### src/rtl/ser_pkg.sv
// ser_pkg: shared state type, widths and defaults for serial_feed.
// SER_PARITY_EN adds the PAR state to ser_state_t.
package ser_pkg;

  localparam int   DEF_WIDTH      = 8;
  localparam logic DEF_IDLE_LEVEL = 1'b1;

  function automatic int cnt_w(input int w);
    return $clog2(w + 2);
  endfunction

  localparam int DEF_CNT_W = cnt_w(DEF_WIDTH);

  typedef enum logic [1:0] {
    IDLE,
    SHIFT
`ifdef SER_PARITY_EN
    ,
    PAR
`endif
  } ser_state_t;

endpackage

### src/rtl/serial_feed_if.sv
// serial_feed_if: parallel word valid/ready handshake into serial_feed.
// master drives din/din_valid, slave returns din_ready.
interface serial_feed_if
  import ser_pkg::*;
#(
  parameter int WIDTH = DEF_WIDTH
);

  logic [WIDTH-1:0] din;
  logic             din_valid;
  logic             din_ready;

  modport master (
    output din,
    output din_valid,
    input  din_ready
  );

  modport slave (
    input  din,
    input  din_valid,
    output din_ready
  );

endinterface

### src/rtl/ser_hold_reg.sv
// ser_hold_reg: one-word skid buffer ahead of the shifter.
// din_ready depends only on the registered full flag.
module ser_hold_reg
  import ser_pkg::*;
#(
  parameter int WIDTH = DEF_WIDTH
) (
  input  logic             clk,
  input  logic             rst,
  input  logic [WIDTH-1:0] din,
  input  logic             din_valid,
  output logic             din_ready,
  input  logic             load,
  output logic [WIDTH-1:0] hold,
  output logic             full
);

  logic accept;

  assign din_ready = ~full;
  assign accept    = din_valid & ~full;

  // accept needs ~full and load needs full, so they never coincide
  always_ff @(posedge clk or negedge rst) begin
    if (!rst) begin
      full <= 1'b0;
      hold <= '0;
    end else if (accept) begin
      full <= 1'b1;
      hold <= din;
    end else if (load) begin
      full <= 1'b0;
    end
  end

endmodule

### src/rtl/serial_feed.sv
// serial_feed: MSB-first parallel-to-serial feeder for the detector.
// SER_PARITY_EN appends an even-parity bit after each word.
module serial_feed
  import ser_pkg::*;
#(
  parameter int   WIDTH      = DEF_WIDTH,
  parameter logic IDLE_LEVEL = DEF_IDLE_LEVEL
) (
  input  logic           clk,
  input  logic           rst,
  serial_feed_if.slave   bus,
  output logic           x,
  output logic           x_valid,
  output logic           frame_start,
  output logic           busy
);

  localparam int            CW   = cnt_w(WIDTH);
  localparam logic [CW-1:0] LAST = CW'(WIDTH - 1);

  ser_state_t       state, state_d;
  logic [WIDTH-1:0] sreg, sreg_d, hold;
  logic [CW-1:0]    cnt, cnt_d;
  logic             hold_full, load;
  logic             x_d, xv_d, fs_d;
`ifdef SER_PARITY_EN
  logic             par, par_d;
`endif

  ser_hold_reg #(
    .WIDTH(WIDTH)
  ) u_hold (
    .clk       (clk),
    .rst       (rst),
    .din       (bus.din),
    .din_valid (bus.din_valid),
    .din_ready (bus.din_ready),
    .load      (load),
    .hold      (hold),
    .full      (hold_full)
  );

  assign busy = hold_full | (state != IDLE);

  always_comb begin
    state_d = state;
    sreg_d  = sreg;
    cnt_d   = cnt;
    load    = 1'b0;
    x_d     = IDLE_LEVEL;
    xv_d    = 1'b0;
    fs_d    = 1'b0;
`ifdef SER_PARITY_EN
    par_d   = par;
`endif
    unique case (state)
      IDLE: begin
        if (hold_full) begin
          load    = 1'b1;
          state_d = SHIFT;
        end
      end
      SHIFT: begin
        x_d    = sreg[WIDTH-1];
        xv_d   = 1'b1;
        fs_d   = (cnt == '0);
        sreg_d = sreg << 1;
        cnt_d  = cnt + 1'b1;
        if (cnt == LAST) begin
`ifdef SER_PARITY_EN
          state_d = PAR;
`else
          if (hold_full) load = 1'b1;
          else state_d = IDLE;
`endif
        end
      end
`ifdef SER_PARITY_EN
      PAR: begin
        x_d  = par;
        xv_d = 1'b1;
        if (hold_full) begin
          load    = 1'b1;
          state_d = SHIFT;
        end else begin
          state_d = IDLE;
        end
      end
`endif
      default: state_d = IDLE;
    endcase
    // a reload always restarts the word, whichever state triggered it
    if (load) begin
      sreg_d = hold;
      cnt_d  = '0;
`ifdef SER_PARITY_EN
      par_d  = ^hold;
`endif
    end
  end

  always_ff @(posedge clk or negedge rst) begin
    if (!rst) begin
      state       <= IDLE;
      sreg        <= '0;
      cnt         <= '0;
      x           <= IDLE_LEVEL;
      x_valid     <= 1'b0;
      frame_start <= 1'b0;
`ifdef SER_PARITY_EN
      par         <= 1'b0;
`endif
    end else begin
      state       <= state_d;
      sreg        <= sreg_d;
      cnt         <= cnt_d;
      x           <= x_d;
      x_valid     <= xv_d;
      frame_start <= fs_d;
`ifdef SER_PARITY_EN
      par         <= par_d;
`endif
    end
  end

endmodule

### src/flat_wrapper.sv
// flat-port wrapper written by rule: the top's interface ports become plain ports
module serial_feed_flat import ser_pkg::*;
#(
  parameter int   WIDTH      = DEF_WIDTH,
  parameter logic IDLE_LEVEL = DEF_IDLE_LEVEL
)
  (clk, rst, x, x_valid, frame_start, busy, bus_din, bus_din_valid, bus_din_ready);
  serial_feed_if #(.WIDTH(WIDTH)) bus_i ();
  input  logic clk;
  input  logic rst;
  output logic x;
  output logic x_valid;
  output logic frame_start;
  output logic busy;
  input wire logic [$bits(bus_i.din)-1:0] bus_din;
  input wire logic [$bits(bus_i.din_valid)-1:0] bus_din_valid;
  output wire logic [$bits(bus_i.din_ready)-1:0] bus_din_ready;
  assign bus_i.din = bus_din;
  assign bus_i.din_valid = bus_din_valid;
  assign bus_din_ready = bus_i.din_ready;
  serial_feed #(.WIDTH(WIDTH), .IDLE_LEVEL(IDLE_LEVEL)) u_core (.clk(clk), .rst(rst), .bus(bus_i), .x(x), .x_valid(x_valid), .frame_start(frame_start), .busy(busy));
endmodule
### config.mk
export PLATFORM = sky130hd
export DESIGN_NAME = serial_feed_flat
export DESIGN_NICKNAME = d
export VERILOG_FILES = /design/src/rtl/ser_pkg.sv /design/src/rtl/serial_feed_if.sv /design/src/rtl/ser_hold_reg.sv /design/src/rtl/serial_feed.sv /design/src/flat_wrapper.sv
export SDC_FILE = /design/constraint.sdc
export NUM_CORES = 1
export LEC_CHECK = 0
export CAP_MARGIN = 20
export CELL_PAD_IN_SITES_DETAIL_PLACEMENT = 0
export CELL_PAD_IN_SITES_GLOBAL_PLACEMENT = 1
export CORE_MARGIN = 2
export CORE_UTILIZATION = 47
export CTS_BUF_LIST = sky130_fd_sc_hd__clkbuf_8
export CTS_CLUSTER_SIZE = 40
export DETAILED_ROUTE_END_ITERATION = 8
export GPL_TIMING_DRIVEN = 0
export PLACE_DENSITY = 0.91
export SETUP_SLACK_MARGIN = 0.05
export SKIP_LAST_GASP = 1
export SYNTH_ARGS = -nofsm -noshare
export SYNTH_HDL_FRONTEND = slang
export SYNTH_SLANG_ARGS = --single-unit
### constraint.sdc
create_clock -name clk -period 4 [get_ports clk]
set_clock_uncertainty 0.1 [all_clocks]
set_input_delay 1.2 -clock clk [delete_from_list [all_inputs] [get_ports clk]]
set_output_delay 1.2 -clock clk [all_outputs]
set_load 0.05 [all_outputs]
### Word-level counts from Yosys, hierarchy flattened

Cells that the tools add are included.

| storage, ports and cells | value |
|---|---|
| register bits after elaboration | 26 |
| bits of input ports | 11 |

| cells by class | value |
|---|---|
| $add $sub $neg | 1 |
| eq/ne operators | 5 |
| multiplexer cells | 16 |
| bitwise gates (word level) | 3 |
| reductions and logical operators | 6 |

Operator list:

| operator | count |
|---|---|
| 8-bit 2-to-1 mux | 2 |
| 4-bit 2-to-1 mux | 2 |
| 1-bit 2-to-1 mux | 7 |
| 2-bit 2-to-1 mux | 3 |
| 2-bit nonzero test | 3 |
| 4-bit by 1-bit adder with 4-bit output (second input constant) | 1 |
| 4-bit by 3-bit equality test with 1-bit output (second input constant) | 1 |
| 4-bit zero test | 1 |
| 2-bit inequality test (second input constant) | 2 |
| 2-bit case mux with 2 select lines | 1 |
| 3-bit AND reduction | 1 |
| 2-bit by 1-bit equality test with 1-bit output (second input constant) | 1 |
| 2-bit zero test | 1 |
| 2-bit by 1-bit inequality test with 1-bit output (second input constant) | 1 |
| 1-bit case mux with 2 select lines | 1 |
| 1-bit AND | 1 |
| 1-bit inverter | 1 |
| 1-bit bitwise OR | 1 |

### Longest topological paths before layout

| depth | value |
|---|---|
| word-level depth | 5 |
| mapped depth | 5 |

### Cells and area by module

A second synthesis with hierarchy kept.

| second synthesis, totals | value |
|---|---|
| cells, all modules | 79 |
| area, all modules | 1089.8 um^2 |

By module, submodules not included:

| module | instances | cells each | area each (um^2) |
|---|---|---|---|
| serial_feed | 1 | 58 | 715.7 |
| ser_hold_reg | 1 | 21 | 374.1 |

### Worst setup path before layout

Ideal clock, no wire load.

| path | value |
|---|---|
| path kind | reg-to-output |
| start point | register u_core.u_hold.full |
| end point | output busy |
| data arrival time | 0.978 ns |
| data required time | 2.700 ns |
| slack | 1.722 ns |
| stages on the path, launching flop included | 4 |
| buffers on the path | 1 |
| cells stage by stage | dfrtp_1 -> nor2_1 -> clkbuf_1 -> inv_1 |

| between the ends | value |
|---|---|
| word-level cells in the longest chain between the ends | 1 |

Ends and longest elaborated chain:

| item | RTL line | text |
|---|---|---|
| from (decl) | ser_hold_reg.sv:15 | `output logic full` |
| from (signal assigned) | ser_hold_reg.sv:26 | `full <= 1'b0;` |
| from (signal assigned) | ser_hold_reg.sv:29 | `full <= 1'b1;` |
| from (signal assigned) | ser_hold_reg.sv:32 | `full <= 1'b0;` |
| 1-bit bitwise OR | serial_feed.sv:43 | `assign busy = hold_full \| (state != IDLE);` |
| to (decl) | flat_wrapper.sv:14 | `output logic busy;` |

Every way passes these cells.

### Worst setup path in the final report

Same ends and word-level chain as after synthesis.

==> impl_metrics.csv <==
group,metric,value,unit
final_layout,area_growth,24.79,%
routing,drt_first_pass_iters,4,
final_layout,final_common_cell,"dfrtp_1",
synth,syn_inst,84,
global_route,gr-usage-met3,1.754,%
setup_path,crit_path_max_fanout,10,
timing,period_share,82.21,%
setup_path,cp_slowest_cell,"clkdlybuf4s50_1",
routing,post_drt_wl_per_cell,13.18,um
global_route,overflow,0,
setup_path,reg2regPathDepth,5,
timing,holdWs,0.3114,ns
routing,drcViolationCount,0,
final_layout,drive_gt1_share,16.35,%
clock_tree,cts_sinks,25,
hold_path,min_from,"u_core.state[0]",
setup_path,max_stage_delay,0.71,ns
setup_path,worstSetupPathType,"flop to output port",
clock_tree,cts_setup_buffers,0,
power,p_seq_share,48.8,%
setup_path,r2r-start,"u_core.cnt[0]",
power,peakVddDrop,0.3880,mV
floorplan,fp-row-count,17,
setup_path,cp_data_arrival_time,1.99,ns
global_route,grt_use_met1,18.95,%
synth,synth_cell_types,23,
hold_path,whs_endpoint,"u_core.x_valid",
global_route,gr-max-usage-layer,"met2",
synth,ys_ff_latch,25,
synth,syn-num-nets,97,
placement,gp_congestion,0.7483,
final_layout,nets,118,
job,drv_cap,0,
setup_path,timing.rr.end,"u_core.sreg[3]",
power,p_comb_share,34.7,%
status,status,"finished, final reports clean",
global_route,grt_max_degree,26,
timing,slew_violations,0,
clock_tree,cts_buffers,3,
floorplan,dieArea,2605,sq um
timing,hold_viol_final,0,
floorplan,io_pins,16,
timing,slew_headroom,67.18,%
final_layout,n_antenna_cell,0,
placement,dpl_worst_slack,1.029,ns
final_layout,final_cell_mix,"dfrtp_1, clkdlybuf4s50_1, and2_1, mux2_2, a221o_1",
timing,rsz0062_at_grt,"no",
routing,routed_wl,1740,um
global_route,grt_pass1_vias,664,
global_route,grt_first_pass_wirelength,2898,um
power,powerDensity,674.9,nW/um^2
synth,syn_area_per_cell,12.38,sq um
clock_tree,cts_resized,0,
routing,drt_iter0_drc,15,
setup_path,r2r_setup_slack,2.31,ns
timing,setup_viol,0,
setup_path,end_kind,"output port",
synth,synth_seq_area_share,60.29,%
power,switching_share,33.54,%
floorplan,die_y,51.04,um
global_route,antenna_found_initial,0,
setup_path,crit_required,2.70,ns
clock_tree,cts_tree,"built",
power,p_sw,293.7,uW
setup_path,start_kind,"flop",
setup_path,crit_chain,"nor2_1, clkbuf_1, inv_1, clkdlybuf4s50_1",
routing,via_count,690,
power,power_leakage,0.0005776,uW
hold_path,min_path_type,"flop to flop",
timing,max_clock_freq,304.1,MHz
final_layout,fillers,176,
power,intPower,582.0,uW
clock_tree,cts-root-buf,"clkbuf_8",
clock_tree,htree_num_levels,1,
clock_tree,clk_latency,0.26,ns
clock_tree,hold_buffers,0,
floorplan,coreArea,2148,sq um
synth,synth_area,1040,sq um
clock_tree,clk_pin_slew,0.08,ns
clock_tree,clock_path_buffers,2,
timing,layout_setup_ws,0.7115,ns
timing,finalSetupTns,0,ns
routing,via_per_inst,5.227,
placement,io_buffers,15,
floorplan,fp.dieW,51.04,um
global_route,track_usage,15.00,%
floorplan,initial_core_util,48.40,%
hold_path,whs_path_depth,0,
power,clkPwrFrac,16.5,%
timing,worst-slew-pin-transition,0.4907,ns
routing,antenna_left,0,
timing,fin_crit,3.289,ns
global_route,use_met2,25.76,%
synth,synth-warning-count,0,
==> routing by layer <==
layer	wire, um	share of wire (%)	up-vias
met2	859	49	17
met1	784	45	342
met5	0	0	-
li1	-	-	329
met4	23	1.3	0
met3	74	4.3	2
==> worst max-delay path by stage <==
stage	startpoint	to	depth (start not counted)
6_report	u_core.u_hold.full	busy	4
5_1_grt	u_core.u_hold.full	busy	4
4_1_cts	u_core.u_hold.full	busy	4
3_5_place_dp	u_core.u_hold.full	busy	4
3_3_place_gp	u_core.u_hold.full	busy	4
2_1_floorplan	u_core.u_hold.full	busy	3
==> sequential cells by signal, indices dropped and copies added, names as in the netlist <==
name and cells:
u_core.state 1, u_core.sreg 8, u_core.x_valid 1, u_core.frame_start 1, u_core.u_hold.hold 8, u_core.u_hold.full 1
u_core.x 1, u_core.cnt 4
==> logic make-up after synthesis <==
family,count (synthesis),synth area share [%]
compound gates,14,10.47
xor+xnor,2,1.685
fa+ha+maj,2,2.406
buf+inv,9,4.331
flops,25,60.29
mux,8,8.665
simple gates,24,12.15
==> critical path, delay by kind of cell, from the launching register on <==
kind	cells	cell delay, ns
flip-flops	1	0.44
buffers and inverters	3	1.15
AND/OR/NAND/NOR	1	0.12
==> cell type report <==
cell class / instances / area (sq um) / share of cell area, %
timing repair buffer: 16 / 177.7 / 13.69
inverter: 4 / 15.01 / 1.157
sequential: 25 / 626.9 / 48.31
multi-input combinational: 50 / 367.9 / 28.35
tap: 28 / 35.03 / 2.700
buffer: 5 / 30.03 / 2.314
clock inverter: 1 / 3.754 / 0.2893
clock buffer: 3 / 41.29 / 3.182
==> stage by stage <==
stage | cells | util (%) | area [sq um] | total power [uW]
detailed placement | 127 | 57.02 | 1225 | 736.0
CTS | 131 | 59.11 | 1270 | 882.2
floorplan | 84 | - | 1040 | 645.0
finish | 132 | 60.40 | 1297 | 875.7
global placement | 127 | 57.02 | 1225 | 719.0
global route | 132 | 60.40 | 1297 | 937.2
==> cell usage after synthesis, drive strengths merged <==
| cell type | number | area, sq um |
|---|---|---|
| nand4 | 1 | 6.260 |
| ha | 2 | 25.02 |
| buf | 4 | 26.27 |
| inv | 4 | 15.01 |
| o21ai | 5 | 25.02 |
| nor2b | 2 | 12.51 |
| a21oi | 1 | 5.000 |
| dfstp | 1 | 26.28 |
| nand2 | 5 | 18.77 |
| xnor2 | 1 | 8.760 |
| and2 | 8 | 50.05 |
| xor2 | 1 | 8.760 |
| nand4b | 1 | 8.760 |
| clkbuf | 1 | 3.750 |
| dfrtp | 24 | 600.6 |
| mux2 | 8 | 90.09 |
| nand2b | 1 | 6.260 |
| nor3 | 1 | 5.000 |
| nor2 | 5 | 18.77 |
| a221o | 7 | 70.07 |
| a22o | 1 | 8.760 |
==> power groups by stage <==
| stage | combinational [uW] | clock [uW] | sequential, uW |
|---|---|---|---|
| after floorplan | 199 | 0 | 446 |
| after global placement | 291 | 0 | 428 |
| after detailed placement | 303 | 0 | 433 |
| after CTS | 306 | 148 | 428 |
| after global routing | 335 | 158 | 444 |
| final | 304 | 144 | 428 |
No activity file was read; power rests on OpenSTA's default activity.
